$ cat config.mk
export PLATFORM = sky130hd
export DESIGN_NAME = online_fir_sym_pipe
export DESIGN_NICKNAME = d
export VERILOG_FILES = /design/src/rtl/online_fir_sym_pipe.sv
export SDC_FILE = /design/constraint.sdc
export NUM_CORES = 1
export LEC_CHECK = 0
export ABC_AREA = 1
export CORE_ASPECT_RATIO = 0.5
export CORE_UTILIZATION = 35
export DETAILED_ROUTE_END_ITERATION = 8
export PLACE_DENSITY = 0.53
export SLEW_MARGIN = 0
export SYNTH_ARGS = -nofsm -noshare
export SYNTH_HDL_FRONTEND = slang
export SYNTH_SLANG_ARGS = --single-unit
export TNS_END_PERCENT = 5
$ cat constraint.sdc
create_clock -name clk -period 6.3 [get_ports clk]
set_input_delay 1.575 -clock clk [delete_from_list [all_inputs] [get_ports clk]]
set_output_delay 1.575 -clock clk [all_outputs]
set_load 0.02 [all_outputs]
$ cat src/rtl/online_fir_sym_pipe.sv
// Symmetric online FIR on borrow-save samples: pre-add, shift-add multiply, pipelined adder tree.
// Optional ONLINE_FIR_COEF_LOAD_EN adds run-time loadable coefficient registers.
module online_fir_sym_pipe #(
    parameter int STAGE  = 8,
    parameter int NTAPS  = 8,
    parameter int GROWTH = 14,
    parameter int CW     = 8,
    parameter logic [CW*(NTAPS/2)-1:0] COEFS = {8'd203, 8'd122, 8'd41, 8'd6},
    parameter int PIPE   = 2
) (
    input  logic                              clk,
    input  logic                              nrst,
    input  logic                              enable,
    input  logic                              clr,
    input  logic                              din_valid,
    input  logic [2*STAGE-1:0]                din_x,
`ifdef ONLINE_FIR_COEF_LOAD_EN
    input  logic                              coef_we,
    input  logic [((NTAPS/2 > 1) ? $clog2(NTAPS/2) : 1)-1:0] coef_addr,
    input  logic [CW-1:0]                     coef_data,
`endif
    output logic                              dout_valid,
    output logic [2*(STAGE+GROWTH)-1:0]       data_out
);

    localparam int WL   = 2 * STAGE;
    localparam int H    = NTAPS / 2;
    localparam int DO   = STAGE + GROWTH;
    localparam int SW   = DO + 1;
    localparam int XW   = STAGE + 1;
    localparam int NLVL = (H > 1) ? $clog2(H) : 0;
    localparam int CNTW = $clog2(NTAPS + 1);

    typedef logic signed [SW-1:0] acc_t;
    typedef logic signed [XW-1:0] smp_t;
    typedef acc_t [H-1:0]         vec_t;
    typedef logic [2*DO-1:0]      bs_t;

    function automatic int coef_sum();
        int s = 0;
        for (int k = 0; k < H; k++) s += int'(COEFS[k*CW +: CW]);
        return s;
    endfunction

    // Tree levels completed once stage p has registered; the output stage finishes the rest.
    function automatic int cum_lv(int p);
        return ((p + 1) * NLVL) / (PIPE + 1);
    endfunction

    function automatic smp_t to_bin(logic [WL-1:0] x);
        logic [STAGE-1:0] pos, neg;
        for (int i = 0; i < STAGE; i++) begin
            pos[i] = x[2*i+1];
            neg[i] = x[2*i];
        end
        return $signed({1'b0, pos}) - $signed({1'b0, neg});
    endfunction

    function automatic acc_t cmul(acc_t s, logic [CW-1:0] c);
        acc_t acc = '0;
        for (int b = 0; b < CW; b++)
            if (c[b]) acc = acc + (s <<< b);
        return acc;
    endfunction

    function automatic vec_t reduce_lv(vec_t v, int n);
        vec_t w, t;
        w = v;
        for (int l = 0; l < n; l++) begin
            t = '0;
            for (int j = 0; j < H; j++) begin
                if (2*j + 1 < H)  t[j] = w[2*j] + w[2*j+1];
                else if (2*j < H) t[j] = w[2*j];
            end
            w = t;
        end
        return w;
    endfunction

    function automatic acc_t sum_lv(vec_t v, int n);
        vec_t w;
        w = reduce_lv(v, n);
        return w[0];
    endfunction

    function automatic bs_t to_bs(acc_t y);
        bs_t  r;
        acc_t mag;
        r   = '0;
        mag = y[SW-1] ? -y : y;
        for (int i = 0; i < DO; i++) begin
            r[2*i+1] = ~y[SW-1] & mag[i];
            r[2*i]   =  y[SW-1] & mag[i];
        end
        return r;
    endfunction

    localparam int CSUM = coef_sum();

    if (NTAPS % 2 != 0 || NTAPS < 2 || NTAPS > 16) begin : g_bad_ntaps
        $error("online_fir_sym_pipe: NTAPS must be even and within 2..16");
    end
    if (PIPE < 0 || PIPE > 4) begin : g_bad_pipe
        $error("online_fir_sym_pipe: PIPE must be within 0..4");
    end
    if (GROWTH < $clog2(2 * CSUM) + 1) begin : g_bad_growth
        $error("online_fir_sym_pipe: GROWTH too small for an exact result");
    end

    // Control: a sample is taken when enable && din_valid && !clr. dout_valid is a one-cycle
    // tag per qualifying sample and is frozen (not cleared) while enable is low.
    logic             accept;
    smp_t             tap [NTAPS];
    logic [CNTW-1:0]  fill_cnt;
    logic             tag0_q;

    assign accept = enable & din_valid & ~clr;

    always_ff @(posedge clk or negedge nrst) begin
        if (!nrst) begin
            for (int k = 0; k < NTAPS; k++) tap[k] <= '0;
            fill_cnt <= '0;
            tag0_q   <= 1'b0;
        end else if (clr) begin
            for (int k = 0; k < NTAPS; k++) tap[k] <= '0;
            fill_cnt <= '0;
            tag0_q   <= 1'b0;
        end else if (enable) begin
            tag0_q <= accept && (fill_cnt >= CNTW'(NTAPS - 1));
            if (accept) begin
                tap[0] <= to_bin(din_x);
                for (int k = 1; k < NTAPS; k++) tap[k] <= tap[k-1];
                if (fill_cnt != CNTW'(NTAPS)) fill_cnt <= fill_cnt + 1'b1;
            end
        end
    end

    logic [CW-1:0] coef_use [H];

`ifdef ONLINE_FIR_COEF_LOAD_EN
    logic [CW-1:0] coef_r [H];

    // coef_use snapshots the written set on each accept so a write only reaches later samples.
    always_ff @(posedge clk or negedge nrst) begin
        if (!nrst) begin
            for (int k = 0; k < H; k++) begin
                coef_r[k]   <= COEFS[k*CW +: CW];
                coef_use[k] <= COEFS[k*CW +: CW];
            end
        end else begin
            if (accept)
                for (int k = 0; k < H; k++) coef_use[k] <= coef_r[k];
            if (coef_we && int'(coef_addr) < H)
                coef_r[coef_addr] <= coef_data;
        end
    end
`else
    for (genvar k = 0; k < H; k++) begin : g_coef
        assign coef_use[k] = COEFS[k*CW +: CW];
    end
`endif

    vec_t prod;

    always_comb begin
        prod = '0;
        for (int k = 0; k < H; k++)
            prod[k] = cmul(acc_t'(tap[k]) + acc_t'(tap[NTAPS-1-k]), coef_use[k]);
    end

    for (genvar p = 0; p < PIPE; p++) begin : g_stage
        localparam int LV = cum_lv(p) - ((p == 0) ? 0 : cum_lv(p - 1));
        vec_t d_in, q;
        logic t_in, tq;

        if (p == 0) begin : g_head
            assign d_in = prod;
            assign t_in = tag0_q;
        end else begin : g_link
            assign d_in = g_stage[p-1].q;
            assign t_in = g_stage[p-1].tq;
        end

        always_ff @(posedge clk or negedge nrst) begin
            if (!nrst) begin
                q  <= '0;
                tq <= 1'b0;
            end else if (clr) begin
                q  <= '0;
                tq <= 1'b0;
            end else if (enable) begin
                q  <= reduce_lv(d_in, LV);
                tq <= t_in;
            end
        end
    end

    localparam int LV_OUT = NLVL - ((PIPE == 0) ? 0 : cum_lv(PIPE - 1));

    vec_t last_d;
    logic last_t;
    acc_t y_sum;

    if (PIPE == 0) begin : g_nopipe
        assign last_d = prod;
        assign last_t = tag0_q;
    end else begin : g_tail
        assign last_d = g_stage[PIPE-1].q;
        assign last_t = g_stage[PIPE-1].tq;
    end

    assign y_sum = sum_lv(last_d, LV_OUT);

    always_ff @(posedge clk or negedge nrst) begin
        if (!nrst) begin
            data_out   <= '0;
            dout_valid <= 1'b0;
        end else if (clr) begin
            data_out   <= '0;
            dout_valid <= 1'b0;
        end else if (enable) begin
            data_out   <= to_bs(y_sum);
            dout_valid <= last_t;
        end
    end

endmodule

# Yosys cells after proc, flatten, opt, wreduce, memory -nomap -nowiden
# Cells that the tools add are included.
# Widths: inputs -> output; s select.
# word_totals
out_inout_bits,45
input_bits,21
word_cells,119
register_bits,262
# op_classes
magnitude_cmp,1
n_bitwise,48
mux,22
add_sub_neg,21
eq_ne,1
reduce_logical,6
# ops
cell,count
$mux 72,3
$mux 92,2
$mux 46,2
$mux 44,2
$add 23x23->23,3
$and 1x1->1,46
$add 9x9->10,4
$mux 22,1
$neg 22->22,1
$add 17x17->18,1
$add 14x16->17,1
$add 16x16->17,1
$add 14x15->16,1
$add 15x15->16,1
$mux 4,4
$add 14x14->15,1
$add 10x13->14,1
$add 11x13->14,1
$add 12x13->14,1
$add 11x12->13,1
$add 10x11->12,1
$sub 8x8->9,1
$mux 1,8
$reduce_bool 2->1,3
7 further kinds,8

# Longest topological paths before layout
# depth
depth_word,7
depth_mapped,30

# Worst setup path after synthesis
# OpenSTA, ideal clock, no wires.
# synth_path
path_type,reg-to-reg
from,register tap[18] (netlist bit)
to,register g_stage[0].q[60] (netlist bit)
slack_ps,1372
stages_incl_launch_ff,23
t_required_ps,6177
period_less_slack_ps,4928
t_arrival_ps,4805
path_cell_list,dfrtp_1 ha_1 fa_1 a21oi_1 o21bai_1 a21oi_1 o21bai_1 xor2_1 inv_1 fa_1 inv_1 fa_1 fa_1 inv_1 ha_1 nand2_1 o21ai_0 a21oi_1 nor2_1 o21ai_0 nand2_1 o21ai_0 nand2_1
# synth_via
elab_chain_cells,7
# synth_rtl
item,line_no,text
start: declaration,113,smp_t tap [NTAPS];
$add 9x9->10 (*),168,"prod[k] = cmul(acc_t'(tap[k]) + acc_t'(tap[NTAPS-1-k]), coef_use[k]);"
$add 11x13->14,62,if (c[b]) acc = acc + (s <<< b);
$add 14x14->15,62,
$add 15x15->16,62,
$add 16x16->17 (*),62,
$mux 92 (*),191,end else if (enable) begin
$mux 92 (*),188,end else if (clr) begin
end signal: assignment,192,"q <= reduce_lv(d_in, LV);"
end: declaration,173,"vec_t d_in, q;"
# Mark *: on every way between the ends. The rest lies on a longest branch, timed or not. The select of a mux whose other input is x is not followed.
# A chain may end at the register's enable or synchronous reset.

# Final worst setup path
# layout_path
from,register tap[36] (netlist bit)
to,register g_stage[0].q[83] (netlist bit)
# layout_via
elab_chain_cells,7
# layout_rtl
item,line_no
$add 9x9->10 (*),168
$add 10x11->12,62
$add 12x13->14,62
$add 14x16->17,62
$add 17x17->18 (*),62
$mux 92 (*),191
$mux 92 (*),188
# Marks and branches as above.

==> impl_metrics.py <==
metrics = {
    "run_status": {
        "status": "completed",
    },
    "power": {
        "vdd_ir_drop_max_v": 0.000198,
        "power.leakage_nw": 10.2,
        "power_density_nw_per_um2": 190,
    },
    "logic_synthesis": {
        "yosys.area.top_type": "dfrtp_1",
        "synth_ff_type": "dfrtp_1",
        "syn_avg_cell_area_um2": 7.92,
        "synthMostInstantiatedCell": "nand2_1",
        "netlist_area_um2": 17100,
        "synth_edf_count": 0,
        "synth.top_cells.by_count": "nand2_1, inv_1, dfrtp_1, ha_1, o21ai_0",
        "post-synth-top-area-fraction_pct": 33.9,
        "async_flop_share_pct": 100,
        "ys_warn_count": 0,
        "netlist-cell-type-count": 47,
        "synth.area.top_cells": "dfrtp_1, ha_1, nand2_1",
        "yosys_register_bits": 232,
        "syn-num-nets": 2418,
        "synth_cells": 2160,
        "synth_seq_area_share_pct": 33.9,
    },
    "timing": {
        "finalMaxSlewViolations": 0,
        "fin_skew_ps": 23.8,
        "period_share_pct": 82.8,
        "timing.fmax_ghz": 0.192,
        "rsz0062_at_grt": "no",
        "worstMarginPinSlew_ps": 1170,
        "setup_violations": 0,
        "min_period_ps": 5220,
        "slew_headroom_pct": 22.3,
        "setup_tns_ps": 0,
        "hold_violations": 0,
    },
    "clocking": {
        "clk_path_buf_depth": 3,
        "cts.htree.levels": 1,
        "postCtsHoldBufs": 0,
        "cts_made_buffers": 26,
        "cts_resized": 0,
        "cts-root-buf": "clkbuf_16",
        "cts_setup_buffers": 0,
        "cts_tree": "yes",
        "cts.sinks": 232,
        "cts.reportedPaths.clkPinSlew_ps": 60,
        "insertion_delay_ps": 550,
    },
    "global_routing": {
        "track_usage_pct": 17.4,
        "antenna_found_initial": 0,
        "grt_pass1_wl_mm": 69.9,
        "grt_overflow": 0,
        "grt_max_degree": 121,
        "grt_pass1_vias": 13400,
    },
    "final_layout": {
        "fin_nets": 2476,
        "stdcell_count": 2873,
        "drive_above_1_share_pct": 4.25,
        "antenna_cells": 0,
        "syn_to_final_growth_pct": 13.5,
    },
    "floorplan": {
        "die_height_um": 158,
        "die_area_um2": 49800,
        "initial_utilization_pct": 36.0,
        "core_um2": 47500,
        "num_io_pins": 66,
        "fp.dieW_um": 315,
        "fp-row-count": 56,
    },
    "drt": {
        "routed_wl_mm": 42.2,
        "wl_met1_mm": 22.8,
        "vias_per_cell": 4.82,
        "ant_nets": 0,
        "drt_iter0_markers": 739,
        "met2_length_mm": 17.3,
        "drc_errors": 0,
        "wl_met3_mm": 1.46,
        "wl_per_cell_um": 14.7,
        "vias": 13800,
        "drt-pass1-iter-count": 6,
        "maxUsedRoutingLayer": "met4",
    },
    "hold_path": {
        "hold_depth": 2,
        "min_to": "data_out[34]$_DFFE_PN0P_",
        "hold_path_class": "flip-flop to flip-flop",
        "timing.hold.worst.start": "data_out[34]$_DFFE_PN0P_",
    },
    "critical_path": {
        "crit_slowest_cell": "xor2_1",
        "path_class": "flip-flop to flip-flop",
        "r2r-start": "tap[36]$_DFFE_PN0P_",
        "reg2reg_slack_ps": 1080,
        "worstPathArrival_ps": 5650,
        "startpoint": "tap[36]$_DFFE_PN0P_",
        "ff2ff_path_depth": 23,
        "endpoint_kind": "flip-flop",
        "path_max_fanout": 4,
        "cpPeakStageDelay_ps": 520,
        "start_kind": "flip-flop",
        "cp.required_ps": 6730,
        "r2r_end": "g_stage[0].q[83]$_DFFE_PN0P_",
        "worstPathCellList": "ha_1 > inv_1 > fa_1 > o21ai_0 > a21oi_1 > o21ai_0 > a21oi_1 > o21ai_0 > xor2_1 > inv_1 > ha_1 > inv_1 > fa_1 > inv_1 > ha_1 > ha_1 > nand2_1 > o21ai_0 > inv_1 > o21bai_1 > nand2_1 > nand2_1 > o21ai_0",
    },
    "placement": {
        "place_hpwl_mm": 32.6,
        "place.gp.congestion": 0.842,
        "io_buffers": 65,
        "place_inst": 2828,
    },
    "flow_run": {
        "drv_cap": 0,
    },
}
-- flip-flops by register name, summed over array words and instances, names as in the netlist --
signal        count
tap              72
fill_cnt          4
data_out         44
g_stage.t_in      1
g_stage.q       108
dout_valid        1
g_stage.tq        2
-- cell type report --
class                           instances  area [µm²]
Inverter                              349        1310
Clock buffer                           38         767
Fill cell                            4898       28100
Clock inverter                          7         139
Tap cell                              638         798
Sequential cell                       232        5810
Timing Repair Buffer                   78         766
Multi-Input combinational cell       1531        9820
-- through the flow --
stage / setup WS (ps) / total power [mW] / instance area [µm²] / hold WS [ps] / utilization (%)
after global placement: 1140 / 2.09 / 18500 / 463 / 38.9
final: 1080 / 3.69 / 19400 / 479 / 40.8
after detailed placement: 1030 / 2.09 / 18500 / 469 / 38.9
after global routing: 608 / 3.87 / 19400 / 497 / 40.8
after CTS: 1030 / 3.74 / 19400 / 486 / 40.8
after floorplan: 1370 / 1.92 / 17100 / 453 / -
-- kinds of logic after synthesis --
group | Yosys count | share of synthesized area [%]
simple gates | 806 | 19.6
compound gates | 433 | 14.9
buf+inv | 397 | 8.74
fa+ha+maj | 237 | 19.8
flops | 232 | 33.9
xor+xnor | 55 | 2.97
-- where the power goes --
part / total, mW / switching [mW] / internal (mW) / leakage, nW
clock network: 1.63 / 0.632 / 1.00 / 0.444
registers: 1.56 / 0.0321 / 1.53 / 3.22
logic: 0.496 / 0.326 / 0.170 / 6.54
-- worst max path at each step --
| stage | slack [ps] | cells past startpoint | to |
|---|---|---|---|
| after floorplan | 1370 | 22 | g_stage[0].q[60]$_DFFE_PN0P_ |
| after global placement | 1140 | 23 | g_stage[0].q[83]$_DFFE_PN0P_ |
| after detailed placement | 1030 | 23 | g_stage[0].q[83]$_DFFE_PN0P_ |
| after CTS | 1030 | 23 | g_stage[0].q[83]$_DFFE_PN0P_ |
| after global routing | 610 | 19 | g_stage[0].q[84]$_DFFE_PN0P_ |
| final | 1080 | 23 | g_stage[0].q[83]$_DFFE_PN0P_ |
-- critical path, delay by kind of cell (launching register included) --
family | cells | cell delay [ps]
adders and majority gates | 6 | 2070
xor gates and xnor gates | 1 | 520
buffers and inverters | 5 | 440
AOI/OAI and AO/OA | 8 | 1510
DFF | 1 | 360
and+or+nand+nor | 3 | 220
-- cell usage in the layout (no fill, tap or decap), types with 5 or more instances in the layout --
master / synthesis / final
nand2_1: 547 / 546
inv_1: 345 / 344
dfrtp_1: 232 / 232
ha_1: 181 / 181
o21ai_0: 134 / 134
a21oi_1: 133 / 133
nor2_1: 103 / 101
nand3_1: 89 / 89
clkdlybuf4s50_1: 0 / 64
o22ai_1: 63 / 63
fa_1: 56 / 56
xor2_1: 32 / 32
clkbuf_16: 0 / 27
o31ai_1: 26 / 26
a22o_1: 24 / 24
xnor2_1: 21 / 21
o21bai_1: 13 / 13
nand4_1: 12 / 12
buf_4: 0 / 12
nand2_2: 10 / 11
nor3_1: 10 / 10
a21o_1: 8 / 8
o2111ai_1: 7 / 7
nor2_4: 5 / 7
nand3b_1: 7 / 7
nor2_2: 6 / 6
nand3_2: 6 / 6
clkbuf_1: 39 / 6
o211ai_1: 5 / 5
a32o_1: 5 / 5
clkbuf_8: 0 / 5
-- metal layers --
layer  up-vias  global-route usage, %
li1       7203                      -
met1      6417                   26.5
met2       181                   26.3
met3        42                   2.14
met4         0                   3.24
met5         -                      0
Power figures use the tool's default switching activity.
